[src/rtl/alu_arbiter.sv]
// alu_arbiter: round-robin arbiter that shares one external combinational ALU
// among NUM_REQ requesters and holds the result in a one-entry registered
// response stage (latency 1, throughput 1 op/cycle).
// Optional requester locking is compiled in when macro ALU_ARB_LOCK_EN is
// defined; the default build ignores req_lock and holds no lock state.
module alu_arbiter #(
  parameter int DATA_WIDTH = 32,
  parameter int NUM_REQ    = 2
) (
  input  logic                          clk,
  input  logic                          rst_n,
  input  logic [NUM_REQ-1:0]            req_valid,
  output logic [NUM_REQ-1:0]            req_ready,
  input  logic [NUM_REQ*DATA_WIDTH-1:0] req_op0,
  input  logic [NUM_REQ*DATA_WIDTH-1:0] req_op1,
  input  logic [NUM_REQ*4-1:0]          req_sel,
  input  logic [NUM_REQ-1:0]            req_lock,
  output logic [DATA_WIDTH-1:0]         alu_input0,
  output logic [DATA_WIDTH-1:0]         alu_input1,
  output logic [3:0]                    aluselect,
  input  logic [DATA_WIDTH-1:0]         alu_out,
  output logic                          rsp_valid,
  input  logic                          rsp_ready,
  output logic [DATA_WIDTH-1:0]         rsp_data,
  output logic [$clog2(NUM_REQ)-1:0]    rsp_id
);

  localparam int ID_W = $clog2(NUM_REQ);
  // Wide enough to hold last_grant + k (k up to NUM_REQ) before wrapping.
  localparam int CW   = ID_W + 2;

  typedef enum logic {
    ST_EMPTY = 1'b0,
    ST_FULL  = 1'b1
  } state_t;

  state_t                r_state;
  state_t                w_state_nxt;
  logic [DATA_WIDTH-1:0] r_rsp_data;
  logic [ID_W-1:0]       r_rsp_id;
  logic [ID_W-1:0]       r_last_grant;

  logic                  w_lock_hold;
  logic [ID_W-1:0]       w_lock_owner;
  logic                  w_found;
  logic [ID_W-1:0]       w_grant_idx;
  logic [CW-1:0]         w_sum;
  logic [ID_W-1:0]       w_pos;
  logic                  w_can_issue;
  logic                  w_accept;

`ifdef ALU_ARB_LOCK_EN
  logic            r_lock_active;
  logic [ID_W-1:0] r_lock_owner;

  assign w_lock_hold  = r_lock_active;
  assign w_lock_owner = r_lock_owner;

  // Lock tracking: an accept with req_lock set claims the ALU for that
  // requester; the owner's next accept without req_lock releases it.
  always_ff @(posedge clk) begin
    if (!rst_n) begin
      r_lock_active <= 1'b0;
      r_lock_owner  <= '0;
    end else if (w_accept && req_lock[w_grant_idx]) begin
      r_lock_active <= 1'b1;
      r_lock_owner  <= w_grant_idx;
    end else if (w_accept && r_lock_active && (w_grant_idx == r_lock_owner)) begin
      r_lock_active <= 1'b0;
    end else begin
      r_lock_active <= r_lock_active;
      r_lock_owner  <= r_lock_owner;
    end
  end
`else
  logic w_unused_lock;

  assign w_lock_hold   = 1'b0;
  assign w_lock_owner  = '0;
  assign w_unused_lock = ^req_lock;
`endif

  // Winner search: locked owner only, else round-robin from last_grant+1.
  always_comb begin
    w_found     = 1'b0;
    w_grant_idx = '0;
    w_sum       = '0;
    w_pos       = '0;
    if (w_lock_hold) begin
      w_found     = req_valid[w_lock_owner];
      w_grant_idx = w_lock_owner;
    end else begin
      for (int k = 1; k <= NUM_REQ; k++) begin
        w_sum = CW'(r_last_grant) + CW'(k);
        w_pos = (w_sum >= CW'(NUM_REQ)) ? ID_W'(w_sum - CW'(NUM_REQ)) : ID_W'(w_sum);
        if (!w_found && req_valid[w_pos]) begin
          w_found     = 1'b1;
          w_grant_idx = w_pos;
        end else begin
          w_found     = w_found;
        end
      end
    end
  end

  // Issue is allowed only out of reset and when the response slot frees up;
  // req_ready therefore depends on valids and state, never on operand data.
  assign w_can_issue = (r_state == ST_EMPTY) || rsp_ready;
  assign w_accept    = rst_n && w_can_issue && w_found;

  // Grant and ALU drive: winner's operands in the accept cycle, zero otherwise.
  always_comb begin
    req_ready  = '0;
    alu_input0 = '0;
    alu_input1 = '0;
    aluselect  = 4'd0;
    if (w_accept) begin
      req_ready  = NUM_REQ'(1) << w_grant_idx;
      alu_input0 = req_op0[w_grant_idx*DATA_WIDTH +: DATA_WIDTH];
      alu_input1 = req_op1[w_grant_idx*DATA_WIDTH +: DATA_WIDTH];
      aluselect  = req_sel[w_grant_idx*4 +: 4];
    end else begin
      req_ready  = '0;
    end
  end

  // Response slot next state: fill on accept, drain on rsp_ready, else hold.
  always_comb begin
    w_state_nxt = r_state;
    case (r_state)
      ST_EMPTY: w_state_nxt = w_accept ? ST_FULL : ST_EMPTY;
      ST_FULL: begin
        if (w_accept) begin
          w_state_nxt = ST_FULL;
        end else if (rsp_ready) begin
          w_state_nxt = ST_EMPTY;
        end else begin
          w_state_nxt = ST_FULL;
        end
      end
      default: w_state_nxt = ST_EMPTY;
    endcase
  end

  // State, response payload and round-robin pointer registers.
  always_ff @(posedge clk) begin
    if (!rst_n) begin
      r_state      <= ST_EMPTY;
      r_rsp_data   <= '0;
      r_rsp_id     <= '0;
      r_last_grant <= ID_W'(NUM_REQ - 1);
    end else begin
      r_state <= w_state_nxt;
      if (w_accept) begin
        r_rsp_data   <= alu_out;
        r_rsp_id     <= w_grant_idx;
        r_last_grant <= w_grant_idx;
      end else begin
        r_rsp_data   <= r_rsp_data;
        r_rsp_id     <= r_rsp_id;
        r_last_grant <= r_last_grant;
      end
    end
  end

  assign rsp_valid = (r_state == ST_FULL);
  assign rsp_data  = r_rsp_data;
  assign rsp_id    = r_rsp_id;

endmodule
[config.mk]
export PLATFORM = sky130hd
export DESIGN_NAME = alu_arbiter
export DESIGN_NICKNAME = d
export VERILOG_FILES = /design/src/rtl/alu_arbiter.sv
export SDC_FILE = /design/constraint.sdc
export NUM_CORES = 1
export LEC_CHECK = 0
export CAP_MARGIN = 40
export CORE_AREA = 2 2 107 109
export DETAILED_ROUTE_END_ITERATION = 12
export DIE_AREA = 0 0 109 111
export GPL_TIMING_DRIVEN = 0
export HOLD_SLACK_MARGIN = 0.06
export PLACE_DENSITY = 0.77
export RECOVER_POWER = 100
export SLEW_MARGIN = 0
export SYNTH_ARGS = -nofsm -noshare
export SYNTH_HDL_FRONTEND = slang
export SYNTH_SLANG_ARGS = --single-unit
[constraint.sdc]
create_clock -name clk -period 1.45 [get_ports clk]
set_input_delay 0.145 -clock clk [delete_from_list [all_inputs] [get_ports clk]]
set_output_delay 0.145 -clock clk [all_outputs]
set_load 0.005 [all_outputs]
Word-level counts from Yosys, hierarchy flattened:

Index checks and enable logic that the tools add are counted.

* register bits after elaboration: 35
* input bits: 175
* output and inout bits: 104
* word-level logic and storage cells: 40

* $add $sub $neg: 4
* $lt $le $gt $ge: 4
* shift operators: 4
* muxes and demuxes: 18
* bitwise gates (word level): 1
* reductions and logical operators: 5

Operator list (number)
* $shiftx 64x7->32: 2
* $mux 32: 2
* $mux 1: 13
* $shiftx 8x4->4: 1
* $lt 1x2->1 const B: 2
* $mux 4: 1
* $add 1x2->3 const B: 1
* $ge 3x2->1 const B: 1
* $logic_and 1x1->1: 3
* $add 1x1->2 const B: 1
* $ge 2x2->1 const B: 1
* $mux 2: 1
* $pmux 1 s2: 1
* $shl 1x1->2 const A: 1
* $sub 1x1->1 const B: 2
* $logic_not 1->1: 1
* $logic_or 1x1->1: 1
* $not 1->1: 1

Logic depth before layout (Yosys ltp):

Gate-level depths: netlist (run 1).

* word-level depth: 12
* mapped depth: 5
* gate-level depth less buffers: 3

Worst setup path after synthesis (run 1):

Ideal clock, no wire load.

* path kind: flip-flop to output port
* from: register r_state (netlist: rsp_valid)
* to: output port alu_input1[15]
* data arrival time: 1.321 ns
* data required time: 1.305 ns
* setup slack: -0.016 ns
* cell stages (with the launch flop): 6
* path buffers: 2
* path through: dfxtp_1 > nor2b_1 > nor4_4 > buf_2 > buf_4 > a22o_1

* longest elaborated chain between the ends: 5

RTL lines
* from (decl): line 37 `state_t r_state;`
* from (signal assigned): line 153 `r_state <= w_state_nxt;`
* $not 1->1: line 108 `assign w_can_issue = (r_state == ST_EMPTY) || rsp_ready;`
* $logic_or 1x1->1: line 108
* $logic_and 1x1->1 (2 in a row): line 109 `assign w_accept = rst_n && w_can_issue && w_found;`
* $mux 32: line 117 `if (w_accept) begin`
* to (decl): line 19 `output logic [DATA_WIDTH-1:0] alu_input1,`

No other way between the ends.

Final worst setup path (run 1):

* from: register r_state (netlist: rsp_valid)
* to: output port alu_input1[3]

The elaborated chain is that of the path after synthesis.

==> impl_metrics.ini, run 1 <==
[logic_synthesis]
synthCells = 240
synth_cell_type_count = 19
ys_ff_latch = 35
synth_top_area_cell = dfxtp_1
synth_nets = 415
synth_area_per_cell_um2 = 8.59
yosys_warnings = 0
netlist_area_um2 = 2060
netlist_top_cells_area = dfxtp_1, a22o_1, mux2i_1
yosysTopAreaCellShare_pct = 34.0
seq_area_frac_synth_pct = 34.0

[critical_path]
cp_common_cell = buf_6
reg2reg_slack_ns = 0.07
cp-start-kind = flop
worstPathCellList = nor2b_4, nor4_4, buf_6, buf_12, clkbuf_16, buf_6, buf_6, a22o_1, buf_2
worstSetupPathType = reg -> out
cp_slowest_cell = dfxtp_4
critPathRequiredTime_ns = 1.31
arrival_ns = 1.92
worstPathMaxFanout = 6
end_kind = primary output
critPathMaxStageDelay_ns = 0.35

[placement]
place_area_um2 = 5010
gp_congestion = 0.763
dp.final_hpwl_mm = 9.35
numPortBuffers = 276
place_ws_ns = -1.20

[finish]
syn2layout_area_growth_pct = 166
antenna_cells = 0
final_nets = 736
post-route-util_pct = 49.5
drive_above_1_share_pct = 26.2
final_common_cell = clkdlybuf4s50_1
design_area_um2 = 5480
final_cell_mix = clkdlybuf4s50_1, a22o_1, nand2_1

[detailed_routing]
drcViolationCount = 0
first_pass_iters = 5
drt-total-wl_mm = 12.0
viasPerCell = 4.47
ant_nets = 0
via_count = 3154
drt_iter0_drc = 124
post_drt_wl_per_cell_um = 17.0

[clock_network]
cts_tree = built
clk_path_buf_depth = 2
clk_latency_ns = 0.28
ctsHoldBuffers = 0
clkSinkCount = 35
clk_pin_slew_worst_paths_ns = 0.06
cts-root-buf = clkbuf_16
htree_levels = 2
cts_buffers = 5

[sta]
slew_headroom_pct = 71.5
finalSetupTns_ns = -33.14
holdWs_ns = 0.333
hold_viol_final = 0
timing_worst_slew_pin_value_ns = 0.427
fin_crit_sh_pct = 142
clock.fmax_ghz = 0.485
drv_slew = 0
setup_viol = 70
worst_clock_skew_ns = 0.00380
fin_crit_ns = 2.06
setup_slack_ns = -0.613
rsz0062_at_grt = true

[power_and_ir_drop]
power.leakage_nw = 2.62
p_per_area_nw_per_um2 = 680
ir_drop_uv = 631

[run]
maxCapViolCount = 0

[outcome]
violations = negative setup slack
status = complete, but fails checks

[global_routing]
antenna_found_initial = 0
gr-usage-all-layers_pct = 17.7
grt_pass1_vias = 3207
grt_pass1_wl_mm = 16.7
grt_max_degree = 14
grt-ovfl-total = 0

[die]
core_area_um2 = 11100
die_area_um2 = 12100
initial_core_util_pct = 18.6
die_w_um = 109
die_y_um = 111
rows = 39
ios = 279

[hold_path]
hp-class = in -> reg
==> worst max-delay path: cells and delay by family, from the launching register on <==
kind,cells,cell delay [ns]
flops,1,0.35
buf+inv,6,0.72
simple gates,2,0.42
compound gates,1,0.14
==> cell families after synthesis <==
family	after synthesis	share of synthesized area, %
buf+inv	27	5.46
compound gates	72	30.0
simple gates	74	15.0
flops	35	34.0
mux	32	15.5
==> through the flow <==
stage	cells	total power, mW
finish	705	3.72
detailed placement	659	2.42
CTS	679	3.76
global placement	659	2.40
floorplan	240	1.47
global route	705	3.90
==> cell usage after synthesis (all sizes together) <==
master and number:
o21ai 1, o21bai 1, nor4 1, nor2b 2, and4 1, nor2 2, buf 9, nand2b 1
inv 2, clkbuf 16, mux2i 32, a22o 68, dfxtp 35, nand2 67, a21oi 2
==> layout make-up <==
type	count	area, µm²
sequential	35	706
buffer	24	251
multi-input combinational	178	1280
fill	1032	5600
timing repair buffer	315	2890
tap	143	179
clock inverter	3	47.5
inverter	2	7.51
clock buffer	5	125
==> metal layers <==
metal | global-route usage [%] | vias up | wire length [µm]
met1 | 19.6 | 1473 | 4490
met5 | 0 | - | 0
met2 | 32.5 | 148 | 6220
li1 | - | 1518 | -
met3 | 5.76 | 15 | 1120
met4 | 3.76 | 0 | 151
==> registers in the layout, indices dropped and copies added (netlist names) <==
| name | count |
|---|---|
| r_last_grant | 1 |
| rsp_id | 1 |
| rsp_data | 32 |
| rsp_valid | 1 |
==> worst paths after layout <==
| path | from | depth (start not counted) | to |
|---|---|---|---|
| setup / recovery | rsp_valid | 9 | alu_input1[3] |
| hold / removal | req_valid[1] | 3 | rsp_valid |
| setup reg to reg | rsp_valid | 5 | rsp_data[9] |
| hold reg to reg | rsp_data[4] | 2 | rsp_data[4] |
==> where the power goes <==
part / switching, mW / leakage [nW] / internal (mW)
Sequential: 0.0397 / 0.290 / 1.04
Clock: 0.437 / 0.0844 / 0.820
Combinational: 0.460 / 2.24 / 0.932
==> repair_timing <==
| action | in CTS | in global routing |
|---|---|---|
| setup buffers | 9 | 24 |
| gates cloned | 3 | 3 |
| pin swaps | 4 | 43 |
| resized for setup | 170 | 145 |
| setup endpoints to repair | 103 | 101 |
Note: power is estimated with default switching activity, not from simulation.
==> inputs of run 2 (changes only) <==
--- a/config.mk
+++ b/config.mk
@@ -6,13 +6,14 @@
 export NUM_CORES = 1
 export LEC_CHECK = 0
 export CAP_MARGIN = 40
-export CORE_AREA = 2 2 107 109
+export CORE_AREA = 2 2 109 111
 export DETAILED_ROUTE_END_ITERATION = 12
-export DIE_AREA = 0 0 109 111
+export DIE_AREA = 0 0 111 113
+export DONT_BUFFER_PORTS = 1
 export GPL_TIMING_DRIVEN = 0
 export HOLD_SLACK_MARGIN = 0.06
-export PLACE_DENSITY = 0.77
-export RECOVER_POWER = 100
+export PLACE_DENSITY = 0.42
+export SETUP_SLACK_MARGIN = 0.05
 export SLEW_MARGIN = 0
 export SYNTH_ARGS = -nofsm -noshare
 export SYNTH_HDL_FRONTEND = slang
==> impl_metrics.ini, run 2 (synthesis results as in run 1) <==
[outcome]
status = complete, but fails checks
violations = negative setup slack

[die]
core_area_um2 = 11300
die_y_um = 113
die_area_um2 = 12500
rows = 39
initial_core_util_pct = 18.3
ios = 279
die_w_um = 111

[global_routing]
gr-usage-all-layers_pct = 13.1
grt_pass1_vias = 2039
grt_max_degree = 12
antenna_found_initial = 2
grt-ovfl-total = 0
grt_pass1_wl_mm = 12.4

[clock_network]
cts-root-buf = clkbuf_16
clk_pin_slew_worst_paths_ns = 0.05
clk_latency_ns = 0.28
cts_buffers = 5
clk_path_buf_depth = 2
htree_levels = 2
clkSinkCount = 35
cts_tree = built

[power_and_ir_drop]
p_per_area_nw_per_um2 = 943
ir_drop_uv = 451
intPower_mw = 2.10
pwr-share-clk_pct = 39.9
power.leakage_nw = 1.31
p_seq_share_pct = 38.5
switchingPower_mw = 0.758
switching_share_pct = 26.5
power_frac_comb_pct = 21.6

[critical_path]
worstPathCellList = nor2b_4, nor4_4, buf_6, buf_8, clkbuf_16, a22o_1
worstPathMaxFanout = 5
path_buf_inv = 3
timing.rr.end = rsp_data[5]
reg2reg_slack_ns = 0.15
cp-start-kind = flop
critPathMaxStageDelay_ns = 0.35
r2r-start = rsp_valid
critPathRequiredTime_ns = 1.31
arrival_ns = 1.59
reg2reg_depth = 5
end_kind = primary output
path_delay_family = buffers and inverters
cp_slowest_cell = dfxtp_4
worstSetupPathType = reg -> out

[detailed_routing]
first_pass_iters = 4
drt-total-wl_mm = 9.27
drt_iter0_drc = 73
drcViolationCount = 0
post_drt_wl_per_cell_um = 21.2
via_count = 2082
viasPerCell = 4.76
ant_nets = 0

[sta]
hold_viol_final = 0
worst_clock_skew_ns = 0.00757
drv_slew = 0
rsz0062_at_grt = true
fin_crit_sh_pct = 119
slew_headroom_pct = 67.3
setup_slack_ns = -0.281
timing_worst_slew_pin_value_ns = 0.490
fin_crit_ns = 1.73
setup_viol = 69
clock.fmax_ghz = 0.578

[finish]
fill_cells = 1210
syn2layout_area_growth_pct = 46.9
largest_reg_flops = 32
drive_above_1_share_pct = 15.8
post-route-util_pct = 26.9
final_nets = 466
final_common_cell = nand2_1
final_cell_mix = nand2_1, a22o_1, dlygate4sd3_1, dfxtp_1, mux2i_1

[hold_path]
whs_endpoint = rsp_valid
hp-class = in -> reg
worstHoldStart = req_valid[0]
holdPathStages = 2

[run]
maxCapViolCount = 0

[placement]
gp_congestion = 0.723
dp.final_hpwl_mm = 7.69
place_ws_ns = -0.487
numPortBuffers = 0
## run 2: worst reg2reg max path, cell delays in order, from the launching register on
cell	delay (ns)
dfxtp_4	0.35
nor2b_4	0.14
buf_4	0.13
nor2_4	0.19
buf_6	0.21
mux2i_1	0.20
## run 2: layout make-up
| class | instances | area, µm² | area share, % |
|---|---|---|---|
| Multi-Input combinational cell | 178 | 1300 | 42.9 |
| Sequential cell | 35 | 704 | 23.3 |
| Timing Repair Buffer | 44 | 440 | 14.5 |
| Buffer | 25 | 234 | 7.72 |
| Tap cell | 143 | 179 | 5.91 |
| Clock buffer | 7 | 153 | 5.04 |
| Clock inverter | 1 | 7.51 | 0.248 |
| Inverter | 2 | 7.51 | 0.248 |
| Antenna cell | 2 | 5.00 | 0.165 |
## run 2: worst max-delay path by stage
stage                   start             end  slack [ns]  depth (start not counted)
floorplan           rsp_valid  alu_input0[10]        0.03                          4
global placement    rsp_valid   alu_input1[7]       -0.47                          4
detailed placement  rsp_valid   alu_input1[7]       -0.49                          4
CTS                 rsp_valid  alu_input1[18]       -0.33                          6
global route        rsp_valid  alu_input1[22]       -0.36                          6
finish              rsp_valid  alu_input1[22]       -0.28                          6
## run 2: power by group through the flow
stage          Combinational [mW]  Sequential (mW)  Clock [mW]
3_5_place_dp                0.456             1.12           0
2_1_floorplan               0.369             1.10           0
4_1_cts                     0.582             1.10        1.16
3_3_place_gp                0.450             1.12           0
5_1_grt                     0.667             1.11        1.22
6_report                    0.617             1.10        1.14
## run 2: repair_timing
item	in CTS	in global routing
endpoints found under the hold margin	33	0
resized for setup	39	13
pin swaps	11	22
buffers inserted	4	5
endpoints found under the setup margin	100	99
hold buffers	34	0
cloned	0	1
## run 2: routing by layer
metal	vias to the layer above	part of all wire, %	wire length, µm	GRT usage (%)
met5	-	0	0	0
met4	0	3.9	359	5.00
met3	21	7.4	690	3.70
met2	130	49	4500	21.7
met1	952	40	3720	16.3
li1	979	-	-	-
## run 2: metrics by stage
| stage | instance area [µm²] | total power, mW | cells | hold WS [ns] | setup TNS [ns] |
|---|---|---|---|---|---|
| final | 3030 | 2.86 | 437 | 0.0991 | -15.62 |
| after floorplan | 2070 | 1.47 | 240 | 0.287 | 0 |
| after global placement | 2250 | 1.57 | 383 | 0.292 | -22.10 |
| after global routing | 3030 | 3.00 | 437 | 0.123 | -21.31 |
| after detailed placement | 2250 | 1.58 | 383 | 0.295 | -23.50 |
| after CTS | 2920 | 2.84 | 429 | 0.0723 | -18.79 |
